==> src/rtl/darkseg_bcd.sv <==
// darkseg_bcd: sequential double-dabble binary-to-BCD converter for the
// 8-digit 7-segment display. One conversion takes 34 cycles (accept edge,
// 32 shift edges, one load edge). Results saturate to 99999999 with OVF set.
// Optional macro DARKSEG_BCD_SIGNED_EN: treat BIN as two's complement,
// convert |BIN| and report the sign on NEG. Without it NEG is tied to 0.
module darkseg_bcd (
   input  logic        CLK,
   input  logic        RES,
   input  logic        START,
   input  logic [31:0] BIN,
   output logic        BUSY,
   output logic        DONE,
   output logic [31:0] BCD,
   output logic        OVF,
   output logic        NEG
);

   typedef enum logic [1:0] {StIdle, StShift, StLoad} state_e;

   state_e      state_q;
   logic [31:0] sr_q;     // binary bits still to be shifted into the accumulator
   logic [39:0] acc_q;    // 10 BCD digits: a 32-bit value never exceeds 4294967295
   logic [5:0]  cnt_q;
   logic [39:0] acc_adj;  // accumulator after the add-3 correction
   logic [31:0] bin_mag;  // value latched on the accepting edge

`ifdef DARKSEG_BCD_SIGNED_EN
   logic sign_q;

   // Magnitude of the two's-complement input; 0x80000000 maps to 2147483648.
   always_comb begin
      bin_mag = BIN[31] ? (~BIN + 32'd1) : BIN;
   end
`else
   // Unsigned input is converted as-is.
   always_comb begin
      bin_mag = BIN;
   end

   assign NEG = 1'b0;
`endif

   // Double-dabble correction: any digit >= 5 gets +3 before the shift.
   always_comb begin
      acc_adj = acc_q;
      for (int i = 0; i < 10; i++) begin
         if (acc_q[4*i +: 4] >= 4'd5) begin
            acc_adj[4*i +: 4] = acc_q[4*i +: 4] + 4'd3;
         end
      end
   end

   // Control FSM, datapath and registered outputs; display regs move only on LOAD.
   always_ff @(posedge CLK or posedge RES) begin
      if (RES) begin
         state_q <= StIdle;
         sr_q    <= 32'd0;
         acc_q   <= 40'd0;
         cnt_q   <= 6'd0;
         BUSY    <= 1'b0;
         DONE    <= 1'b0;
         BCD     <= 32'd0;
         OVF     <= 1'b0;
`ifdef DARKSEG_BCD_SIGNED_EN
         sign_q  <= 1'b0;
         NEG     <= 1'b0;
`endif
      end else begin
         DONE <= 1'b0;
         unique case (state_q)
            StIdle: begin
               if (START) begin
                  sr_q    <= bin_mag;
                  acc_q   <= 40'd0;
                  cnt_q   <= 6'd0;
                  BUSY    <= 1'b1;
                  state_q <= StShift;
`ifdef DARKSEG_BCD_SIGNED_EN
                  sign_q  <= BIN[31];
`endif
               end
            end
            StShift: begin
               acc_q <= {acc_adj[38:0], sr_q[31]};
               sr_q  <= {sr_q[30:0], 1'b0};
               cnt_q <= cnt_q + 6'd1;
               if (cnt_q == 6'd31) begin
                  state_q <= StLoad;
               end
            end
            StLoad: begin
               if (acc_q[39:32] != 8'd0) begin
                  OVF <= 1'b1;
                  BCD <= 32'h9999_9999;
               end else begin
                  OVF <= 1'b0;
                  BCD <= acc_q[31:0];
               end
`ifdef DARKSEG_BCD_SIGNED_EN
               NEG     <= sign_q;
`endif
               DONE    <= 1'b1;
               BUSY    <= 1'b0;
               state_q <= StIdle;
            end
            default: begin
               state_q <= StIdle;
            end
         endcase
      end
   end

endmodule

==> config.mk <==
export PLATFORM = sky130hd
export DESIGN_NAME = darkseg_bcd
export DESIGN_NICKNAME = d
export VERILOG_FILES = /design/src/rtl/darkseg_bcd.sv
export SDC_FILE = /design/constraint.sdc
export NUM_CORES = 1
export LEC_CHECK = 0
export ABC_CLOCK_PERIOD_IN_PS = 6200
export CORE_AREA = 2 2 86 151
export CTS_BUF_LIST = sky130_fd_sc_hd__clkbuf_4 sky130_fd_sc_hd__clkbuf_8
export DETAILED_ROUTE_END_ITERATION = 10
export DIE_AREA = 0 0 88 153
export PLACE_DENSITY = 0.7
export SLEW_MARGIN = 40
export SYNTH_ARGS = -nofsm -noshare
export SYNTH_HDL_FRONTEND = slang
export SYNTH_SLANG_ARGS = --single-unit
==> constraint.sdc <==
create_clock -name CLK -period 6.2 [get_ports CLK]
set_input_delay 1.86 -clock CLK [delete_from_list [all_inputs] [get_ports CLK]]
set_output_delay 1.86 -clock CLK [all_outputs]
set_load 0.05 [all_outputs]
==> out/qor.yml <==
cts.sinks: 115
fmax_mhz: 288
portBuffers: 69
design.die.area_um2: 13500
worst_pin_slew_ps: 770
cp.arrival_ps: 1610
async_flop_share_pct: 100
cts_htree_levels: 4
nets: 682
yosys.cell_count.top_type: "nand2_1"
yosysUniqueCellTypes: 35
fp.coreArea_um2: 12200
antenna_left: 0
slowest_delay_ps: 810
num_rows: 54
crit_family: "buffers and inverters"
cts_tree: "built"
gp_congestion: 0.802
fill_cells: 1110
synth_edf_count: 0
syn2layout_area_growth_pct: 22.5
antenna_found_initial: 0
die_w_um: 88
grt_usage_pct: 18.2
yosys.area.top_type: "dfrtp_1"
synth_area_leaders: "dfrtp_1, nand2_1, ha_1, a31oi_1, nor2_1"
seq_area_frac_synth_pct: 53.1
worstHoldStart: "BCD[27]$_DFFE_PP0P_"
tns_ps: 0
crit_fanout: 2
end_kind: "output pin"
required_ps: 4340
max_slew_margin_pct: 48.7
peakVddDrop_mv: 0.193
min_period_over_period_pct: 56.0
hold_class: "flop to flop"
r2r_start: "acc_q[32]$_DFFE_PP0P_"
diodes: 0
p_total_uw: 3000
vias_per_cell: 5.31
postCtsHoldBufs: 0
cts_root_buf: "clkbuf_8"
worstSetupStartpoint: "BCD[28]$_DFFE_PP0P_"
wirelength_um: 11300
ios: 71
yosys_warnings: 0
path_clk_slew_ps: 70
p_leak_uw: 0.00296
hold_viol: 0
drtIter0Drc: 184
die_y_um: 153
placed_area_um2: 6220
synth.top_cell.area_share_pct: 53.1
status: "completed"
drtPass1Iterations: 4
drv_slew: 0
critical_path_class: "flop to output pin"
fin_skew_ps: 9.73
rr_worst_depth: 6
worstReg2RegEnd: "BCD[23]$_DFFE_PP0P_"
grt_overflow_total: 0
grt_pass1_wl_um: 19500
powerDensity_nw_per_um2: 452
via_count: 4273
finalHoldWorstSlack_ps: 465
cts_resized: 0
synth_seq_cells: 115
r2r_slack_ps: 4130
setup_viol: 0
cp_slowest_cell: "clkdlybuf4s50_1"
fin_area_um2: 6630
post-dp-hpwl_um: 7620
period_minus_slack_ps: 3470
avgSynthCellArea_um2: 9.57
drive_above_1_share_pct: 7.06
maxCapViolations: 0
crit_path_start_kind: "flop"
start_util_pct: 44.3
worstPathCellList: "clkdlybuf4s50_1"
rsz0062_at_grt: "false"
cts_buffers: 17
syn_area_um2: 5420
cts_setup_buffers: 0
synth_nets: 624
synthFlopType: "dfrtp_1"
synthTopCellsByCount: "nand2_1, dfrtp_1, nor2_1"
grt_max_degree: 85
cp.depth: 1
cp-endpoint: "BCD[28]"
clockBufferDepth: 2
critical_path_buf_inv_count: 1
insertion_delay_ps: 440
drc: 0
grt_pass1_vias: 4262
routedWlPerCell_um: 14.1
syn_inst: 566
-- layer usage --
layer / GRT usage (%) / vias up / routed length, µm
met3: 4.37 / 20 / 394
met4: 8.42 / 0 / 232
met5: 0 / - / 0
met1: 20.1 / 2079 / 4710
met2: 31.9 / 88 / 6010
li1: - / 2086 / -
-- power breakdown --
| part | switching [µW] | internal [µW] |
|---|---|---|
| clock network | 298 | 406 |
| logic | 621 | 467 |
| registers | 200 | 1010 |
| total | 1120 | 1880 |
-- layout by cell type (no fill, tap or decap), types with 2 or more instances in the layout --
cell | Yosys | final
o31ai_1 | 18 | 18
nor3_1 | 2 | 2
o22ai_1 | 16 | 16
o21ai_0 | 22 | 22
xor2_1 | 5 | 5
inv_1 | 23 | 22
clkdlybuf4s50_1 | 0 | 69
clkbuf_4 | 0 | 2
nor2_1 | 47 | 46
a31oi_1 | 39 | 39
o311ai_0 | 10 | 10
clkinv_2 | 0 | 4
xnor2_1 | 11 | 11
ha_1 | 23 | 23
dfrtp_1 | 115 | 115
a21oi_1 | 17 | 17
nor3b_1 | 5 | 5
buf_4 | 2 | 4
nand2_1 | 119 | 119
clkbuf_8 | 0 | 21
nand3_1 | 20 | 20
o32ai_1 | 4 | 4
clkinvlp_4 | 0 | 3
bufinv_16 | 0 | 2
nand2b_1 | 12 | 11
a32o_1 | 11 | 11
-- through the flow --
| step | utilization (%) | instances | worst slack, ps |
|---|---|---|---|
| final | 54.2 | 805 | 2730 |
| after global routing | 54.2 | 805 | 2660 |
| after CTS | 54.2 | 805 | 2710 |
| after detailed placement | 50.9 | 773 | 2600 |
| after global placement | 50.5 | 771 | 2080 |
| after floorplan | - | 566 | 1300 |
-- cell families (layout without fill, tap and decap cells) --
logic type               Yosys count  in the layout  share of synthesized area, %
adder cells (fa/ha/maj)           23             23                          5.31
AND/OR/NAND/NOR                  211            211                          16.6
other                              1              1                        0.0692
buffers and inverters             60            131                          5.15
flip-flops                       115            115                          53.1
XOR/XNOR                          16             16                          2.59
AO/OA/AOI/OAI                    140            140                          17.2
-- sequential cells by signal, summed over array words and instances (netlist names) --
| signal | cells |
|---|---|
| sr_q | 32 |
| DONE | 1 |
| OVF | 1 |
| BUSY | 1 |
| BCD | 32 |
| acc_q | 40 |
| cnt_q | 6 |
| state_q | 2 |
-- worst min-delay path by stage --
| stage | slack [ps] | endpoint | cells after the start |
|---|---|---|---|
| finish | 460 | BCD[27]$_DFFE_PP0P_ | 2 |
| global route | 490 | BCD[11]$_DFFE_PP0P_ | 2 |
| CTS | 470 | BCD[11]$_DFFE_PP0P_ | 2 |
| detailed placement | 460 | BCD[11]$_DFFE_PP0P_ | 2 |
| global placement | 450 | BCD[11]$_DFFE_PP0P_ | 2 |
| floorplan | 450 | acc_q[0]$_DFFE_PP0P_ | 2 |
-- area by class of cell --
| cell class | instances | area [µm²] | area share [%] |
|---|---|---|---|
| Sequential cell | 115 | 2880 | 43.4 |
| Multi-Input combinational cell | 391 | 2280 | 34.3 |
| Timing Repair Buffer | 75 | 763 | 11.5 |
| Clock buffer | 23 | 304 | 4.58 |
| Tap cell | 168 | 210 | 3.17 |
| Clock inverter | 9 | 103 | 1.55 |
| Inverter | 24 | 97.6 | 1.47 |
-- worst min-delay path: stages, from the launching register on --
cell     delay, ps
dfrtp_1        340
nand2_1         50
nand2_1         40
Power figures use the tool's default switching activity.
